**src/rtl/fetch_pkg.sv**
```systemverilog
// Shared widths, constants and the prefetch queue entry layout for the fetch stage.
package fetch_pkg;

  localparam int IW    = 19;
  localparam int AW    = 12;
  localparam int DEPTH = 4;
  localparam int CW    = $clog2(DEPTH) + 1;

  localparam logic [IW-1:0] NOP      = '0;
  localparam logic [AW-1:0] RESET_PC = '0;

  typedef struct packed {
    logic [IW-1:0] instr;
    logic [AW-1:0] pc;
  } fetch_entry_t;

endpackage

```
**src/rtl/fetch_queue.sv**
```systemverilog
// Small synchronous FIFO holding fetched instructions with their PCs.
// The head is read combinationally so decode sees it in the same cycle it becomes valid.
module fetch_queue #(
  parameter int W     = 31,
  parameter int DEPTH = 4,
  parameter int CW    = $clog2(DEPTH) + 1
) (
  input  logic          clk,
  input  logic          reset,
  input  logic          flush,
  input  logic          push,
  input  logic [W-1:0]  push_data,
  input  logic          pop,
  output logic [W-1:0]  head_data,
  output logic [CW-1:0] count
);

  localparam int PW = (DEPTH > 1) ? $clog2(DEPTH) : 1;

  logic [W-1:0]  mem [DEPTH];
  logic [PW-1:0] wr_ptr;
  logic [PW-1:0] rd_ptr;
  logic [CW-1:0] cnt;
  logic          do_push;
  logic          do_pop;

  assign do_push   = push && (cnt != CW'(DEPTH));
  assign do_pop    = pop && (cnt != '0);
  assign head_data = mem[rd_ptr];
  assign count     = cnt;

  function automatic logic [PW-1:0] ptr_inc(input logic [PW-1:0] p);
    return (p == PW'(DEPTH - 1)) ? '0 : p + PW'(1);
  endfunction

  always_ff @(posedge clk) begin
    if (do_push && !flush)
      mem[wr_ptr] <= push_data;
  end

  always_ff @(posedge clk or negedge reset) begin
    if (!reset) begin
      wr_ptr <= '0;
      rd_ptr <= '0;
      cnt    <= '0;
    end else if (flush) begin
      wr_ptr <= '0;
      rd_ptr <= '0;
      cnt    <= '0;
    end else begin
      if (do_push)
        wr_ptr <= ptr_inc(wr_ptr);
      if (do_pop)
        rd_ptr <= ptr_inc(rd_ptr);
      case ({do_push, do_pop})
        2'b10:   cnt <= cnt + CW'(1);
        2'b01:   cnt <= cnt - CW'(1);
        default: cnt <= cnt;
      endcase
    end
  end

endmodule

```
**src/rtl/if_prefetch_unit.sv**
```systemverilog
// Instruction fetch stage: owns the fetch PC, issues credit-limited sequential requests,
// buffers responses for decode and discards everything in flight on a branch redirect.
module if_prefetch_unit
  import fetch_pkg::*;
(
  input  logic          clk,
  input  logic          reset,
  output logic          imem_req,
  output logic [AW-1:0] imem_addr,
  input  logic          imem_gnt,
  input  logic          imem_rvalid,
  input  logic [IW-1:0] imem_rdata,
  input  logic          redirect,
  input  logic [AW-1:0] redirect_pc,
  input  logic          id_ready,
  output logic          id_valid,
  output logic [IW-1:0] id_instr,
  output logic [AW-1:0] id_pc
);

  logic [AW-1:0] fetch_pc;
  logic [AW-1:0] resp_pc;
  logic [AW-1:0] id_pc_hold;
  logic [CW-1:0] outstanding;
  logic [CW-1:0] outstanding_next;
  logic [CW-1:0] drop_cnt;
  logic [CW-1:0] q_count;
  logic [CW:0]   credit_used;
  logic          issue;
  logic          rsp;
  logic          push;
  logic          pop;
  fetch_entry_t  push_entry;
  fetch_entry_t  head_entry;

  // Queued plus in-flight entries never exceed DEPTH, so the queue cannot overflow.
  assign credit_used = {1'b0, outstanding} + {1'b0, q_count};
  assign imem_req    = reset && !redirect && (credit_used < (CW+1)'(DEPTH));
  assign imem_addr   = fetch_pc;
  assign issue       = imem_req && imem_gnt;

  // A response with nothing outstanding belongs to a request from before reset.
  assign rsp              = imem_rvalid && (outstanding != '0);
  assign outstanding_next = outstanding + CW'(issue) - CW'(rsp);

  assign push       = rsp && (drop_cnt == '0) && !redirect;
  assign id_valid   = (q_count != '0);
  assign pop        = id_valid && id_ready && !redirect;
  assign push_entry = '{instr: imem_rdata, pc: resp_pc};

  assign id_instr = id_valid ? head_entry.instr : NOP;
  assign id_pc    = id_valid ? head_entry.pc : id_pc_hold;

  fetch_queue #(
    .W     ($bits(fetch_entry_t)),
    .DEPTH (DEPTH),
    .CW    (CW)
  ) u_queue (
    .clk       (clk),
    .reset     (reset),
    .flush     (redirect),
    .push      (push),
    .push_data (push_entry),
    .pop       (pop),
    .head_data (head_entry),
    .count     (q_count)
  );

  always_ff @(posedge clk or negedge reset) begin
    if (!reset) begin
      fetch_pc    <= RESET_PC;
      resp_pc     <= RESET_PC;
      id_pc_hold  <= RESET_PC;
      outstanding <= '0;
      drop_cnt    <= '0;
    end else begin
      outstanding <= outstanding_next;
      if (id_valid)
        id_pc_hold <= head_entry.pc;
      if (redirect) begin
        // Recomputed on every redirect so back-to-back redirects never double count.
        fetch_pc <= redirect_pc;
        resp_pc  <= redirect_pc;
        drop_cnt <= outstanding_next;
      end else begin
        if (issue)
          fetch_pc <= fetch_pc + AW'(1);
        if (rsp) begin
          if (drop_cnt != '0)
            drop_cnt <= drop_cnt - CW'(1);
          else
            resp_pc <= resp_pc + AW'(1);
        end
      end
    end
  end

endmodule

```
**config.mk**
```make
export PLATFORM = sky130hd
export DESIGN_NAME = if_prefetch_unit
export DESIGN_NICKNAME = d
export VERILOG_FILES = /design/src/rtl/fetch_pkg.sv /design/src/rtl/fetch_queue.sv /design/src/rtl/if_prefetch_unit.sv
export SDC_FILE = /design/constraint.sdc
export NUM_CORES = 1
export LEC_CHECK = 0
export BUFFER_PORTS_ARGS = -buffer_cell sky130_fd_sc_hd__buf_2
export CORE_MARGIN = 2
export CORE_UTILIZATION = 55
export CTS_BUF_LIST = sky130_fd_sc_hd__clkbuf_4 sky130_fd_sc_hd__clkbuf_8 sky130_fd_sc_hd__clkbuf_16
export DETAILED_ROUTE_END_ITERATION = 12
export PLACE_DENSITY = 0.79
export SLEW_MARGIN = 20
export SYNTH_ARGS = -nofsm -noshare
export SYNTH_HDL_FRONTEND = slang
export SYNTH_SLANG_ARGS = --single-unit
```
**constraint.sdc**
```tcl
create_clock -name clk -period 3.49 [get_ports clk]
set_input_delay 0.349 -clock clk [delete_from_list [all_inputs] [get_ports clk]]
set_output_delay 0.349 -clock clk [all_outputs]
set_load 0.01 [all_outputs]
```
======== Yosys cells after proc, flatten, opt, wreduce, memory -nomap -nowiden ========
Memory sizes are Yosys's and may differ from the RTL's.
Cells that the tools add are included.
word-level totals
  flip-flop bits (word level) ............. 49
  memory bits (writable) .................. 124
  word-level logic and storage cells ...... 70
  output and inout port bits .............. 45
  memories kept ........................... 1
  bits of input ports ..................... 37
memories
  memory       words  bits a word  rd ports  clocked after memory_dff  wr ports  line               RTL
  u_queue.mem  4      31           1         0                         1         fetch_queue.sv:20  logic [W-1:0] mem [DEPTH];
cells by class
  order comparisons ....................... 1
  mux-type cells .......................... 20
  eq/ne operators ......................... 6
  reductions and logical operators ........ 24
  add/subtract/negate cells ............... 10
operator list
  kind                                                 count
  two-way mux 12 bit                                   6
  adder 12 x 1 -> 12 bit, second input constant        2
  two-way mux 19 bit                                   1
  two-way mux 2 bit                                    6
  two-way mux 3 bit                                    4
  nonzero test 3 bit                                   4
  logical AND 1 bit                                    11
  nonzero test 2 bit                                   5
  equality test 2 bit, second input constant           3
  case mux 3 bit (2 select lines)                      1
  subtractor 3 x 1 -> 3 bit, second input constant     2
  adder 2 x 1 -> 2 bit, second input constant          2
  adder 3 x 3 -> 4 bit                                 1
  < comparator 4 x 3 -> 1 bit, second input constant   1
  AND reduction 2 bit                                  2
  adder 3 x 1 -> 3 bit                                 1
  adder 3 x 1 -> 3 bit, second input constant          1
  logical NOT 3 bit                                    1
  inequality test 3 bit, second input constant         1
  subtractor 3 x 1 -> 3 bit                            1
  equality test 2 x 1 -> 1 bit, second input constant  1
  two-way mux 1 bit                                    2
  inequality test 2 bit, second input constant         1
  logical NOT 1 bit                                    1

======== Depth between registers and ports, before layout ========
Gate-level depths: netlist of run 1.
  word-level depth ........................ 8
  depth in mapped cells ................... 14
  mapped depth without buffers ............ 12

======== By module ========
Synthesis of run 1 repeated with hierarchy kept, for this count alone.
second synthesis, totals
  cells, all modules ...................... 465
  area total of the unflattened synthesis .. 7498.4 um^2
by module, submodules not included
  module            sequential area each (um^2)  cells an instance  times used  area an instance (um^2)
  fetch_queue       3898.7                       227                1           5123.7
  if_prefetch_unit  1051.0                       238                1           2374.8

======== Worst setup path before layout of run 1 ========
Ideal clock, no wire load.
  kind .................................... register to register
  from .................................... register u_queue.cnt[2], in the netlist u_queue.count[2]
  to ...................................... register drop_cnt[2]
  data arrival time ....................... 2.675 ns
  library setup time ...................... 0.136 ns
  stages on the path, launching flop included .. 15
  period minus slack after synthesis ...... 2.811 ns
  data required time ...................... 3.354 ns
  path buffers ............................ 2
  slack ................................... 0.679 ns
  cells stage by stage .................... dfrtp_1 ha_1 nor4b_4 and4_1 buf_4 inv_1 buf_2 ha_1 inv_1 ha_1 inv_1 fa_1 xnor2_1 nand2_1 o21ai_0
between the ends
  word-level cells in the longest chain between the ends .. 7
ends and longest elaborated chain
  item                         line                    RTL
  from (decl)                  fetch_queue.sv:23       logic [CW-1:0] cnt;
  from (signal assigned)       fetch_queue.sv:56       2'b10: cnt <= cnt + CW'(1);
  from (signal assigned)       fetch_queue.sv:57       2'b01: cnt <= cnt - CW'(1);
  from (signal assigned)       fetch_queue.sv:58       default: cnt <= cnt;
  adder 3 x 3 -> 4 bit         if_prefetch_unit.sv:37  assign credit_used = {1'b0, outstanding} + {1'b0, q_count};
  < comparator 4 x 3 -> 1 bit  if_prefetch_unit.sv:38  assign imem_req = reset && !redirect && (credit_used < (CW+1)'(DEPTH));
  logical AND 1 bit            if_prefetch_unit.sv:38
  logical AND 1 bit            if_prefetch_unit.sv:40  assign issue = imem_req && imem_gnt;
  adder 3 x 1 -> 3 bit         if_prefetch_unit.sv:44  assign outstanding_next = outstanding + CW'(issue) - CW'(rsp);
  subtractor 3 x 1 -> 3 bit    if_prefetch_unit.sv:44
  net outstanding_next[2]      if_prefetch_unit.sv:25  logic [CW-1:0] outstanding_next;
  two-way mux 3 bit            if_prefetch_unit.sv:80  if (redirect) begin
  to (signal assigned)         if_prefetch_unit.sv:84  drop_cnt <= outstanding_next;
  to (signal assigned)         if_prefetch_unit.sv:90  drop_cnt <= drop_cnt - CW'(1);
  to (decl)                    if_prefetch_unit.sv:26  logic [CW-1:0] drop_cnt;
The timed path passes the listed nets, and every way through them passes these cells.
A chain may end at the register's enable or synchronous reset.

======== Final worst setup path of run 1 ========
Ends and elaborated chain as after synthesis.

==> results of run 1 <==
through the flow:
| stage | cell area (um2) | std cells |
|---|---|---|
| finish | 8590 | 727 |
| global route | 8590 | 727 |
| CTS | 8590 | 727 |
| detailed placement | 7960 | 696 |
| global placement | 7960 | 696 |
| floorplan | 7310 | 445 |
power groups by stage:
stage | clock, uW | sequential [uW] | combinational, uW
after floorplan | 0 | 2580 | 1120
after global placement | 0 | 2660 | 1510
after detailed placement | 0 | 2670 | 1550
after CTS | 2020 | 2630 | 1570
after global routing | 2090 | 2670 | 1710
final | 2000 | 2630 | 1540
sequential cells by signal, indices dropped and copies added (netlist names):
register        flops
drop_cnt            3
id_pc_hold         12
imem_addr          12
outstanding         3
resp_pc            12
u_queue.count       3
u_queue.mem       124
u_queue.rd_ptr      2
u_queue.wr_ptr      2
metal layers:
layer	vias up	wire [um]	track usage, %
li1	1910	-	-
met1	2105	6100	28.2
met2	121	6900	33.0
met3	20	610	4.07
met4	0	231	9.63
met5	-	0	0
cell families (layout without fill, tap and decap cells):
group                      after synthesis  in the layout  synth area share [%]
AOI/OAI and AO/OA                       40             40                  4.24
xor gates and xnor gates                13             13                  1.66
adders and majority gates               14             14                  2.60
buffers and inverters                   35            141                  1.95
DFF                                    173            173                  67.7
muxes                                   53             53                  12.8
and+or+nand+nor                        117            117                  9.07
cells in the final DEF (no fill, tap or decap), types with 8 or more instances in the layout:
master	instances
sky130_fd_sc_hd__edfxtp_1	124
sky130_fd_sc_hd__nor2_1	19
sky130_fd_sc_hd__clkbuf_16	17
sky130_fd_sc_hd__dfrtp_1	48
sky130_fd_sc_hd__nand3_1	11
sky130_fd_sc_hd__buf_2	81
sky130_fd_sc_hd__inv_1	13
sky130_fd_sc_hd__and2_1	26
sky130_fd_sc_hd__buf_4	15
sky130_fd_sc_hd__mux2_2	13
sky130_fd_sc_hd__xnor2_1	8
sky130_fd_sc_hd__mux2i_1	8
sky130_fd_sc_hd__nand2_1	19
sky130_fd_sc_hd__ha_1	12
sky130_fd_sc_hd__mux4_2	31
cell usage after synthesis, drive strengths merged:
master / count / share of area, %
a2111oi: 1 / 0.38
a211oi: 1 / 0.10
a21boi: 1 / 0.10
a21o: 3 / 0.31
a21oi: 3 / 0.21
a221o: 4 / 0.55
a311oi: 3 / 0.36
a31oi: 6 / 0.51
a41oi: 1 / 0.12
and2: 26 / 2.2
and3: 2 / 0.17
and4: 5 / 0.60
and4b: 1 / 0.14
buf: 10 / 0.67
clkbuf: 11 / 0.56
clkinv: 1 / 0.051
dfrtp: 49 / 17
edfxtp: 124 / 51
fa: 2 / 0.55
ha: 12 / 2.1
inv: 13 / 0.67
mux2: 14 / 2.2
mux2i: 8 / 1.1
mux4: 31 / 9.5
nand2: 19 / 0.98
nand2b: 2 / 0.17
nand3: 11 / 0.75
nand4: 6 / 0.51
nor2: 19 / 0.98
nor2b: 4 / 0.34
nor3: 7 / 0.48
nor4: 6 / 0.60
nor4b: 2 / 0.44
o211ai: 3 / 0.31
o21ai: 7 / 0.48
o311a: 1 / 0.14
o31ai: 6 / 0.68
or3: 2 / 0.17
or4: 5 / 0.51
xnor2: 8 / 0.96
xor2: 5 / 0.70
worst reg2reg max path: stages, from the launching register on:
cell	delay (ns)
sky130_fd_sc_hd__dfrtp_1	0.45
sky130_fd_sc_hd__ha_1	0.34
sky130_fd_sc_hd__nor4b_4	0.29
sky130_fd_sc_hd__and4_1	0.44
sky130_fd_sc_hd__inv_1	0.29
sky130_fd_sc_hd__ha_1	0.34
sky130_fd_sc_hd__inv_1	0.06
sky130_fd_sc_hd__ha_1	0.12
sky130_fd_sc_hd__inv_1	0.05
sky130_fd_sc_hd__fa_1	0.38
sky130_fd_sc_hd__xnor2_1	0.20
sky130_fd_sc_hd__nand2_1	0.07
sky130_fd_sc_hd__o21ai_0	0.08
worst max-delay path by stage:
stage,start,end,slack (ns),cells after the start
after floorplan,u_queue.count[2],drop_cnt[2],0.68,14
after global placement,u_queue.count[2],drop_cnt[2],0.44,12
after detailed placement,u_queue.count[2],drop_cnt[2],0.34,12
after CTS,u_queue.count[2],drop_cnt[2],0.32,12
after global routing,u_queue.count[2],drop_cnt[2],0.02,12
final,u_queue.count[2],drop_cnt[2],0.30,12
cell type report:
class,count,share of cell area [%]
clock buffer,18,5.04
clock inverter,13,2.29
inverter,14,0.612
multi-input combinational,237,25.8
sequential,173,57.6
tap,176,2.56
timing repair buffer,96,6.03
==> metrics list, run 1 <==
- Post-CTS clock slew at the launch and capture registers of the worst setup and hold paths: 0.06 ns
* Number of buffers on the longest clock path: 2
- Registers are responsible for 42.6% of the overall power.
* Net load switching power: 1720 uW
* Number of hold buffers added after cts: 0
* Kind of launch point of the worst setup path: flop
- The Yosys step of the flow raised 0 warnings.
- Share of final-layout standard cells stronger than drive strength 1: 31.4%
- Largest clock skew in the final design: 0.00503 ns
- TritonCTS built the clock tree.
- Root buf cell: sky130_fd_sc_hd__clkbuf_16
- Counting the buffers created by CTS gives 17.
- Arrival time of data at the critical path endpoint: 3.53 ns
- Cell variety after synth: 48
* Required time at the endpoint of the critical path: 3.83 ns
- Largest net degree at the start of global routing: 50
- H-tree depth: 4
* Clock share of power: 32.4%
- Max_cap viols: 0
- Hold violation total from the final report: 0
- Critical path's slowest cell: sky130_fd_sc_hd__dfrtp_1
* Reg-to-Reg Start: u_queue.count[2]
- Headroom to the max-slew limit: 30.6%
- Floorplan row count: 42
* Detailed router's first-iteration violation count: 392
- Buffer count from post-CTS setup fixing: 0
* Crit Reg-Reg Endpoint: drop_cnt[2]
- In this run the register-to-register setup slack is 0.30 ns.
- Routed via count divided by cell count: 5.72
* Net count after synthesis: 496
- Hold timing on the final database bottoms out at a slack of 0.131 ns.
- Worst hold-check path type: in -> async
- After clock tree synthesis, the repair step resized 0 gates.
- The final count of pins violating max slew came to 0.
- Run status: complete, no violations
* Number of optimization iterations in the first detailed-route pass: 5
- Relative to the synthesized area, the layout overhead comes to 17.5%.
* HPWL Detailed: 8860 um
- For this run, the total global-route usage over all layers was measured as 20.8%.
* Switching power share of the total: 27.9%
* Starting Density: 55.7%
* Cell area power density: 719 mW/mm2
- The synthesized netlist occupies a cell area of 0.00731 mm2.
- The floorplan step set the die height to 119 um.
- Reg2Reg Depth: 12
- Utilization after layout: 65.4%
- Summed over all layers, the global routing overflow is 0.
- Crit path max fanout: 15
* Series of cell instances along the critical path: ha_1, nor4b_4, and4_1, inv_1, ha_1, inv_1, ha_1, inv_1, fa_1, xnor2_1, nand2_1, o21ai_0
- Synth Area per Inst: 16.4 um2
* Via count of the first global-routing pass: 4,349
* Endpoint type of the worst setup path: flop
- Standard cell core area: 0.0131 mm2
- Combinational logic burns 25.0% of the power.
- Post-layout power: 6180 uW
- Routed length per placed instance: 19.0 um
- Prior to clock tree synthesis, the placed netlist has a worst setup slack of 0.341 ns.
* Aggregate negative setup slack: 0 ns
* Clock latency on the worst-skew pair: 0.42 ns
- The detail route stage leaves a number of antenna-violating nets equal to 0.
- Counting the fill cells in the layout gives 905.
- Int Pwr: 4450 uW
- Final setup vio count: 0
- Peak clock frequency supported by timing: 313 MHz
- Number of standard cells after synthesis: 445
- The critical path contains buffers and inverters numbering 3 combined.
* Slew at the pin closest to its max-slew limit: 1.04 ns
- Critical Path Max Stage Delay: 0.45 ns
* Setup repair after global routing missed its margin: no
- Worst path setup slack after routing: 0.297 ns
* Global-route wire length before repair: 22,400 um
- Num Clock Sinks: 173
- The share of the Yosys chip area taken by registers is 67.7%.
* Detailed-route via count: 4,156
- Total DRC errors in the routed layout: 0
- Subtracting the final worst setup slack from the clock period gives 3.19 ns.
- Number of synthesized register bits: 173
- Number of primary I/O pins: 82
- Number of antenna violations at the first check in global routing: 0
- Multi-input combinational cell area: 0.00222 mm2
- Horizontal die dimension: 119 um
- Buffers placed on the I/O ports in this run total 81.
* Number of diodes: 0
- In the final design database the tool counted 590 nets.
- Pleak: 0.00317 uW
* Maximum vdd ir drop: 0.000385 V
- The routed design has 13,800 um of wire.
* Die area: 0.0142 mm2
* Share of the clock period used by the worst path after layout: 91.5%
- Registers take 0.00495 mm2.
- Routability-driven placement finished with a final weighted congestion of 0.881.
* Critical path type: reg -> reg
- The kind of cell with the highest combined delay along the critical path is adder cells.
No activity file was read; power rests on OpenSTA's default activity.
==> run 2, diff against run 1 <==
--- a/config.mk
+++ b/config.mk
@@ -5,12 +5,15 @@
 export SDC_FILE = /design/constraint.sdc
 export NUM_CORES = 1
 export LEC_CHECK = 0
+export ABC_AREA = 1
+export ABC_CLOCK_PERIOD_IN_PS = 3490
 export BUFFER_PORTS_ARGS = -buffer_cell sky130_fd_sc_hd__buf_2
 export CORE_MARGIN = 2
 export CORE_UTILIZATION = 55
 export CTS_BUF_LIST = sky130_fd_sc_hd__clkbuf_4 sky130_fd_sc_hd__clkbuf_8 sky130_fd_sc_hd__clkbuf_16
 export DETAILED_ROUTE_END_ITERATION = 12
-export PLACE_DENSITY = 0.79
+export HOLD_SLACK_MARGIN = 0.08
+export PLACE_DENSITY = 0.78
 export SLEW_MARGIN = 20
 export SYNTH_ARGS = -nofsm -noshare
 export SYNTH_HDL_FRONTEND = slang
==> run 2 against run 1 <==
  * Die area is 2.7% higher
  * Final cell count is 34% higher
  * Critical endpoint is now id_pc[11]
  * Register-to-register slack better by 0.62 ns
  * Highest routed layer unchanged
  * Largest power group unchanged
==> metrics list, run 2 <==
- Run status: complete, no violations (unchanged)
* Number of standard cells after synthesis: 702 (was 445)
* Net count after synthesis: 753 (was 496)
- Crit Reg-Reg Endpoint: drop_cnt[2] (unchanged)
- The initial cell density of the core is 56.5% (was 55.7%).
- Top register by number of flip-flops: u_queue.mem (unchanged)
- Detailed router's first-iteration violation count: 828 (was 392)
- The clock slew at the register clock pins of the worst setup and hold paths came to 0.06 ns (about the same).
* Arrival time of data at the critical path endpoint: 2.63 ns (was 3.53 ns)
* Die area: 0.0146 mm2 (was 0.0142 mm2)
- Overall routing resource usage: 23.5% (was 20.8%)
- The first-pass GRT wire length came to 26,300 um (was 22,400 um).
* Critical Path Max Stage Delay: 0.49 ns (was 0.45 ns)
* Kind of launch point of the worst setup path: flop (unchanged)
- Area of the mapped netlist: 0.00751 mm2 (was 0.00731 mm2)
- The number of nets with antenna violations after routing was 0 (unchanged).
* Reg2Reg Depth: 15 (was 12)
- The dominant cell by count in the synthesized netlist is sky130_fd_sc_hd__nor2_1 (was sky130_fd_sc_hd__edfxtp_1).
- The via count of the first global-routing pass was 5,292 (was 4,349).
* Standard cell core area: 0.0133 mm2 (was 0.0131 mm2)
- Number of primary I/O pins: 82 (unchanged)
- Critical path type: reg -> out (was reg -> reg)
- Endpoint type of the worst setup path: output pin (was flop)
* Number of buffers on the longest clock path: 2 (unchanged)
* Routed length per placed instance: 16.7 um (was 19.0 um)
* Number of synthesized register bits: 173 (unchanged)
- Most used flip-flop cell after synthesis: sky130_fd_sc_hd__edfxtp_1 (unchanged)
* Number of antenna violations at the first check in global routing: 0 (unchanged)
* Routed via count divided by cell count: 5.51 (was 5.72)
* Fraction of post-synthesis cell area in the top cell type by area: 49.6% (was 50.9%)
* Compound-Gate Fraction of Synth Area: 9.19% (was 4.24%)
* PostCTS Resize Cnt: 0 (unchanged)
- The worst flop-to-flop path startpoint is outstanding[1] (was u_queue.count[2]).
- Number of clock buffers inserted by TritonCTS: 17 (unchanged)
* Hold violation total from the final report: 0 (unchanged)
- Finished layout cell area: 0.00874 mm2 (was 0.00859 mm2)
- Xor and xnor area share after synthesis: 1.17% (was 1.66%)
- The most frequent standard cell in the layout excluding fill and tap cells was sky130_fd_sc_hd__nor2_1 (was sky130_fd_sc_hd__edfxtp_1).
* Root buf cell: sky130_fd_sc_hd__clkbuf_16 (unchanged)
- The filler cell count is 982 (was 905).
- The number of flip-flops under the largest register name was 124 (unchanged).
- Number of nets at the end of the flow: 837 (was 590)
- The number of setup violations in the final report came to 0 (unchanged).
* Utilization after layout: 65.7% (was 65.4%)
* Largest family of logic cells by synthesized area: simple AND/OR/NAND/NOR gates (was multiplexers)
* Max_cap viols: 0 (unchanged)
- The cell with the largest stage delay on the worst path was sky130_fd_sc_hd__inv_1 (was sky130_fd_sc_hd__dfrtp_1).
- The number of synthesis warnings was 0 (unchanged).
* Largest clock skew in the final design: 0.0106 ns (was 0.00503 ns)
- The CTS sink count was 173 (unchanged).
* Most Used Layer, Global Route: met2 (unchanged)
* Cell variety after synth: 36 (was 48)
- The average size of a mapped cell came to 10.7 um2 (was 16.4 um2).
* Final wirelength: 16,300 um (was 13,800 um)
- The setup slack of the worst register-to-register path was 0.92 ns (was 0.30 ns).
- Number of synthesized flops with an enable pin: 124 (unchanged)
* Met3 track utilization from global routing: 5.31% (was 4.07%)
- The floorplan die width is 121 um (was 119 um).
- The post-cts hold buffer count is 0 (unchanged).
- Number of buffer cells added on primary ports: 81 (unchanged)
- Fraction of the yosys area taken by sequential cells: 65.9% (was 67.7%)
- Maximum vdd ir drop: 0.000369 V (was 0.000385 V)
- Async SR Flop Fraction: 28.3% (unchanged)
- Synth Area in Adders: 2.53% (was 2.60%)
- Final Max Slew Viols: 0 (unchanged)
* Peak clock frequency supported by timing: 335 MHz (was 313 MHz)
* Area Overhead vs Synth: 16.3% (was 17.5%)
* Critical Path Sink: id_pc[11] (was drop_cnt[2])
- Cells taking the most area after synthesis: sky130_fd_sc_hd__edfxtp_1 50%, sky130_fd_sc_hd__dfrtp_1 16%, sky130_fd_sc_hd__nor2_1 8.0% (was sky130_fd_sc_hd__edfxtp_1 51%, sky130_fd_sc_hd__dfrtp_1 17%, sky130_fd_sc_hd__mux4_2 9.5%).
* Aggregate negative setup slack: 0 ns (unchanged)
- The time the final worst path needs with I/O delays and setup is 2.98 ns (was 3.19 ns).
- Detailed-route via count: 5,368 (was 4,156)
* Slew at the pin closest to its max-slew limit: 0.930 ns (was 1.04 ns)
- Gpl congestion: 0.904 (was 0.881)
- The ratio of final minimum period to clock period came to 85.4% (was 91.5%).
- The met1 track demand over resource in global routing came to 30.6% (was 28.2%).
- Setup repair after global routing missed its margin: no (unchanged).
- The clock network latency to the later pin of the worst-skew pair was 0.43 ns (was 0.42 ns).
- Crit path max fanout: 32 (was 15)
* Most frequent cells after synthesis: 161 x sky130_fd_sc_hd__nor2_1, 124 x sky130_fd_sc_hd__edfxtp_1, 81 x sky130_fd_sc_hd__nand2_1, 71 x sky130_fd_sc_hd__o21ai_0, 49 x sky130_fd_sc_hd__dfrtp_1 (was 124 x sky130_fd_sc_hd__edfxtp_1, 49 x sky130_fd_sc_hd__dfrtp_1, 31 x sky130_fd_sc_hd__mux4_2, 26 x sky130_fd_sc_hd__and2_1)
* Series of cell instances along the critical path: buf_4, inv_1, buf_4, nor2_1, o21ai_0, a31oi_1, buf_2 (was ha_1, nor4b_4, and4_1, inv_1, ha_1, inv_1, ha_1, inv_1, fa_1, xnor2_1, nand2_1, o21ai_0)
- CTS tree: done (unchanged)
- The leakage power of the design is 0.00358 uW (was 0.00317 uW).
* Floorplan row count: 42 (unchanged)
- The proportion of layout cells with a drive suffix above 1 is 18.5% (was 31.4%).
- The remaining global-route overflow is 0 (unchanged).
- The height of the chip was 121 um (was 119 um).
* Highest-count cells in the layout ignoring fill and taps: 157 x sky130_fd_sc_hd__nor2_1, 124 x sky130_fd_sc_hd__edfxtp_1, 81 x sky130_fd_sc_hd__nand2_1, 81 x sky130_fd_sc_hd__buf_2, 71 x sky130_fd_sc_hd__o21ai_0 (was 124 x sky130_fd_sc_hd__edfxtp_1, 81 x sky130_fd_sc_hd__buf_2, 48 x sky130_fd_sc_hd__dfrtp_1)
* Cell area power density: 645 mW/mm2 (was 719 mW/mm2)
- Among the stages of the critical path, the cell type that occurs most often is sky130_fd_sc_hd__buf_4.
- Number of diodes: 0 (unchanged)
- The cell type contributing the most total cell area after synthesis was sky130_fd_sc_hd__edfxtp_1 (unchanged).
- The class of the most critical hold timing path is in -> async (unchanged).
- The post-CTS setup buffer count came to 0 (unchanged).
- Largest net degree at the start of global routing: 64 (was 50)
* Crit path from: u_queue.rd_ptr[1] (was u_queue.count[2])
- Total DRC errors in the routed layout: 0 (unchanged)
- The multiplexer share of the synthesized area is 0% (was 12.8%).
- Basic-gate share of the synthesized area counting and, or, nand and nor cells: 17.5% (was 9.07%)
- Headroom to the max-slew limit: 38.0% (was 30.6%)
* Placed inst area: 0.00811 mm2 (was 0.00796 mm2)
- The number of H-tree levels was 4 (unchanged).
- Required time at the endpoint of the critical path: 3.14 ns (was 3.83 ns)
- HPWL Detailed: 9910 um (was 8860 um)
- Fraction of met2 tracks used by global routing: 38.7% (was 33.0%)
- Number of optimization iterations in the first detailed-route pass: 5 (unchanged)
run 2: worst min-delay path by stage:
| stage | start | to | slack, ns |
|---|---|---|---|
| final | reset | imem_addr[6] | 0.12 |
| after global routing | imem_rdata[17] | u_queue.mem[3][29] | 0.13 |
| after CTS | reset | imem_addr[9] | 0.12 |
| after detailed placement | imem_addr[11] | imem_addr[11] | 0.54 |
| after global placement | imem_addr[11] | imem_addr[11] | 0.52 |
| after floorplan | reset | drop_cnt[0] | 0.05 |
run 2: layer usage:
metal	vias up	wire length [um]	part of all wire (%)
met5	-	0	0
met4	0	338	2.1
met3	27	1070	6.6
met2	200	8040	49
met1	2564	6810	42
li1	2577	-	-
run 2: critical path: cells and delay by family (launching register included):
kind | cells | cell delay (ns)
flops | 1 | 0.32
simple gates | 1 | 0.12
compound gates | 2 | 0.36
buf+inv | 4 | 1.38
run 2: where the power goes:
part | total (uW) | internal (uW) | switching [uW]
clock network | 1970 | 1230 | 748
registers | 2620 | 2450 | 167
logic | 1040 | 368 | 671
total | 5630 | 4050 | 1590
run 2: cell type report:
class / instances / area (um2) / area share (%)
flip-flops and latches: 173 / 4950 / 56.7
multi-input cells: 458 / 2290 / 26.2
repair buffers: 90 / 473 / 5.41
clock buffers: 20 / 454 / 5.20
well taps: 176 / 220 / 2.52
inverters: 46 / 175 / 2.00
clock inverters: 12 / 170 / 1.95
run 2: logic make-up after synthesis:
family / Yosys count
compound gates: 125
simple gates: 309
buf+inv: 71
fa+ha+maj: 14
flops: 173
xor+xnor: 10
run 2: per-stage QoR:
stage / hold slack, ns / instances / total power [uW] / worst slack (ns)
global route: 0.125 / 975 / 5910 / 0.308
floorplan: 0.0534 / 702 / 3310 / 0.803
detailed placement: 0.538 / 943 / 3690 / 0.777
CTS: 0.117 / 975 / 5670 / 0.523
finish: 0.122 / 975 / 5630 / 0.508
global placement: 0.520 / 943 / 3660 / 0.793
==> run 3, diff against run 2 <==
--- a/config.mk
+++ b/config.mk
@@ -9,11 +9,12 @@
 export ABC_CLOCK_PERIOD_IN_PS = 3490
 export BUFFER_PORTS_ARGS = -buffer_cell sky130_fd_sc_hd__buf_2
 export CORE_MARGIN = 2
-export CORE_UTILIZATION = 55
+export CORE_UTILIZATION = 50
 export CTS_BUF_LIST = sky130_fd_sc_hd__clkbuf_4 sky130_fd_sc_hd__clkbuf_8 sky130_fd_sc_hd__clkbuf_16
 export DETAILED_ROUTE_END_ITERATION = 12
 export HOLD_SLACK_MARGIN = 0.08
-export PLACE_DENSITY = 0.78
+export PLACE_DENSITY = 0.73
+export REMOVE_ABC_BUFFERS = 1
 export SLEW_MARGIN = 20
 export SYNTH_ARGS = -nofsm -noshare
 export SYNTH_HDL_FRONTEND = slang
==> run 3 against run 2 <==
  * Global-route usage down 2.8 points
  * Utilization down 5.3 points
  * Largest power group unchanged
  * Sequential share of layout area down 0.52 points
  * Sequential power about the same
  * First-iteration DRC count down 31%
  * Largest cell class unchanged
==> metrics list, run 3 (synthesis results as in run 2) <==
* Critical Path Max Stage Delay: 0.41 ns (was 0.49 ns)
* Kind of launch point of the worst setup path: flop (unchanged)
- Horizontal die dimension: 127 um (was 121 um)
- The total negative slack came to 0 ns (unchanged).
- Routed length per placed instance: 16.4 um (was 16.7 um)
- The quantity of I/O buffers inserted on ports is 81 (unchanged).
- Number of optimization iterations in the first detailed-route pass: 5 (unchanged)
- Number of antenna violations at the first check in global routing: 0 (unchanged)
- The clock tree from TritonCTS is done (unchanged).
* Gpl congestion: 0.856 (was 0.904)
* Crit path max fanout: 32 (unchanged)
* Setup repair after global routing missed its margin: no (unchanged)
- Maximum vdd ir drop: 0.000510 V (was 0.000369 V)
* Final Max Slew Viols: 0 (unchanged)
* Cell area power density: 656 mW/mm2 (was 645 mW/mm2)
- The proportion of layout cells with a drive suffix above 1 is 18.9% (was 18.5%).
- Routed via count divided by cell count: 5.40 (was 5.51)
* Critical path's slowest cell: sky130_fd_sc_hd__inv_1 (unchanged)
* Multi-input combinational cell area: 0.00231 mm2 (was 0.00229 mm2)
- Area Overhead vs Synth: 17.3% (was 16.3%)
* Highest-count cells in the layout ignoring fill and taps: 157 x sky130_fd_sc_hd__nor2_1, 124 x sky130_fd_sc_hd__edfxtp_1, 81 x sky130_fd_sc_hd__nand2_1, 81 x sky130_fd_sc_hd__buf_2, 71 x sky130_fd_sc_hd__o21ai_0 (unchanged)
- Number of buffers on the longest clock path: 2 (unchanged)
- The signal arrival time at the worst endpoint is 2.51 ns (was 2.63 ns).
- Peak clock frequency supported by timing: 350 MHz (was 335 MHz)
* Global-route wire length before repair: 26,100 um (was 26,300 um)
- HPWL Detailed: 10,100 um (was 9910 um)
- Num Clock Sinks: 173 (unchanged)
- Hold violation total from the final report: 0 (unchanged)
- The ratio of final minimum period to clock period was 81.8% (was 85.4%).
- Overall routing resource usage: 20.7% (was 23.5%)
- The class of the most critical hold timing path was in -> async (unchanged).
* Required time at the endpoint of the critical path: 3.14 ns (about the same)
- Post-CTS clock slew at the launch and capture registers of the worst setup and hold paths: 0.06 ns (about the same)
- The endpoint of the lowest-slack register-to-register path was drop_cnt[2] (unchanged).
- Top register by number of flip-flops: u_queue.mem (unchanged)
- The max-slew headroom at the worst pin was 53.6% (was 38.0%).
- The type of the worst setup path is reg -> out (unchanged).
* Flop-to-flop setup slack: 0.77 ns (was 0.92 ns)
- The time the final worst path needs with I/O delays and setup was 2.86 ns (was 2.98 ns).
- Max_cap viols: 0 (unchanged)
- The most frequent standard cell in the layout excluding fill and tap cells was sky130_fd_sc_hd__nor2_1 (unchanged).
* Final setup vio count: 0 (unchanged)
- Number of hold buffers added after cts: 0 (unchanged)
- The number of placed I/O pins came to 82 (unchanged).
* Via count of the first global-routing pass: 5,174 (was 5,292)
- Series of cell instances along the critical path: buf_4, inv_1, buf_4, nor2_1, o21ai_0, a31oi_1, buf_2 (unchanged)
- The number of DRC markers in iteration 0 came to 574 (was 828).
- The number of H-tree levels is 4 (unchanged).
- Most prevalent standard cell on the critical path: sky130_fd_sc_hd__buf_4 (unchanged)
* Number of cells after detailed placement: 953 (was 943)
- Standard cell core area: 0.0146 mm2 (was 0.0133 mm2)
* Combined flip-flop and latch cell area: 0.00495 mm2 (unchanged)
* Post-detailed-route count of antenna-violating nets: 0 (unchanged)
- The number of buffers created by CTS was 17 (unchanged).
- Pleak: 0.00362 uW (was 0.00358 uW)
- Endpoint type of the worst setup path: output pin (unchanged)
- The filler cell count was 1,192 (was 982).
- Number of nets at the end of the flow: 839 (was 837)
- The worst flop-to-flop path startpoint is outstanding[1] (unchanged).
* Detailed-route via count: 5,321 (was 5,368)
- Final standard cell count with taps included and fillers excluded: 985 (was 975)
* Total DRC errors in the routed layout: 0 (unchanged)
* Reg2Reg Depth: 15 (unchanged)
- Root buf cell: sky130_fd_sc_hd__clkbuf_16 (unchanged)
- The final antenna diode count was 0 (unchanged).
- Utilization after layout: 60.4% (was 65.7%)
- Starting Density: 51.5% (was 56.5%)
- Clock latency on the worst-skew pair: 0.42 ns (was 0.43 ns)
* Largest clock skew in the final design: 0.00590 ns (was 0.0106 ns)
- Slew at the pin closest to its max-slew limit: 0.697 ns (was 0.930 ns)
- Buffer count from post-CTS setup fixing: 0 (unchanged)
- Run status: complete, no violations (unchanged)
- The placed standard-cell area was 0.00816 mm2 (was 0.00811 mm2).
- Die span in y: 127 um (was 121 um)
* Final wirelength: 16,100 um (was 16,300 um)
* Largest net degree at the start of global routing: 64 (unchanged)
- Die area: 0.0160 mm2 (was 0.0146 mm2)
* Finished layout cell area: 0.00882 mm2 (was 0.00874 mm2)
* Flip-flop count of the largest register, all copies and words added: 124 (unchanged)
* Floorplan row count: 44 (was 42)
- Overflow left after global routing: 0 (unchanged)
- The number of gates given a new drive strength after cts was 0 (unchanged).
-- run 3: cell types whose count changed in the layout (fill, tap and decap cells not counted), sizes merged --
cell	before	now
buf	90	92
bufinv	4	5
clkinv	5	2
clkinvlp	3	0
inv	46	51
-- run 3: cell type report --
type | count | share of cell area, %
Multi-Input combinational cell | 458 | 26.2
Tap cell | 184 | 2.61
Clock buffer | 20 | 5.15
Timing Repair Buffer | 92 | 5.53
Clock inverter | 12 | 2.34
Inverter | 46 | 1.99
Sequential cell | 173 | 56.1
-- run 3: worst max path at each step --
| stage | startpoint | end | slack [ns] | cells past startpoint |
|---|---|---|---|---|
| final | u_queue.rd_ptr[1] | id_pc[3] | 0.63 | 7 |
| after global routing | u_queue.rd_ptr[1] | id_pc[3] | 0.46 | 7 |
| after CTS | u_queue.rd_ptr[1] | id_pc[3] | 0.59 | 7 |
| after detailed placement | outstanding[1] | drop_cnt[2] | 0.80 | 15 |
| after global placement | u_queue.count[2] | drop_cnt[2] | 0.98 | 15 |
| after floorplan | drop_cnt[0] | u_queue.mem[3][0] | 0.80 | 6 |
-- run 3: routing by layer --
metal	track usage (%)	part of all wire [%]
met1	28.2	44
met2	33.8	49
met3	4.77	5.9
met4	5.82	1.3
met5	0	0
-- run 3: per-stage QoR --
stage	power (uW)	hold WS [ns]	setup slack, ns
2_1_floorplan	3290	0.0534	0.800
3_3_place_gp	3660	0.519	0.977
3_5_place_dp	3720	0.538	0.804
4_1_cts	5810	0.126	0.587
5_1_grt	6080	0.124	0.460
6_report	5780	0.102	0.634
-- run 3: where the power goes --
group | switching [uW] | total (uW) | internal [uW]
Sequential | 161 | 2610 | 2450
Combinational | 692 | 1070 | 374
Clock | 786 | 2100 | 1320
-- run 3: critical path: cells and delay by family, from the launching register on --
kind | cells | cell delay, ns
AO/OA/AOI/OAI | 2 | 0.34
AND/OR/NAND/NOR | 1 | 0.10
flip-flops | 1 | 0.33
buffers and inverters | 4 | 1.30
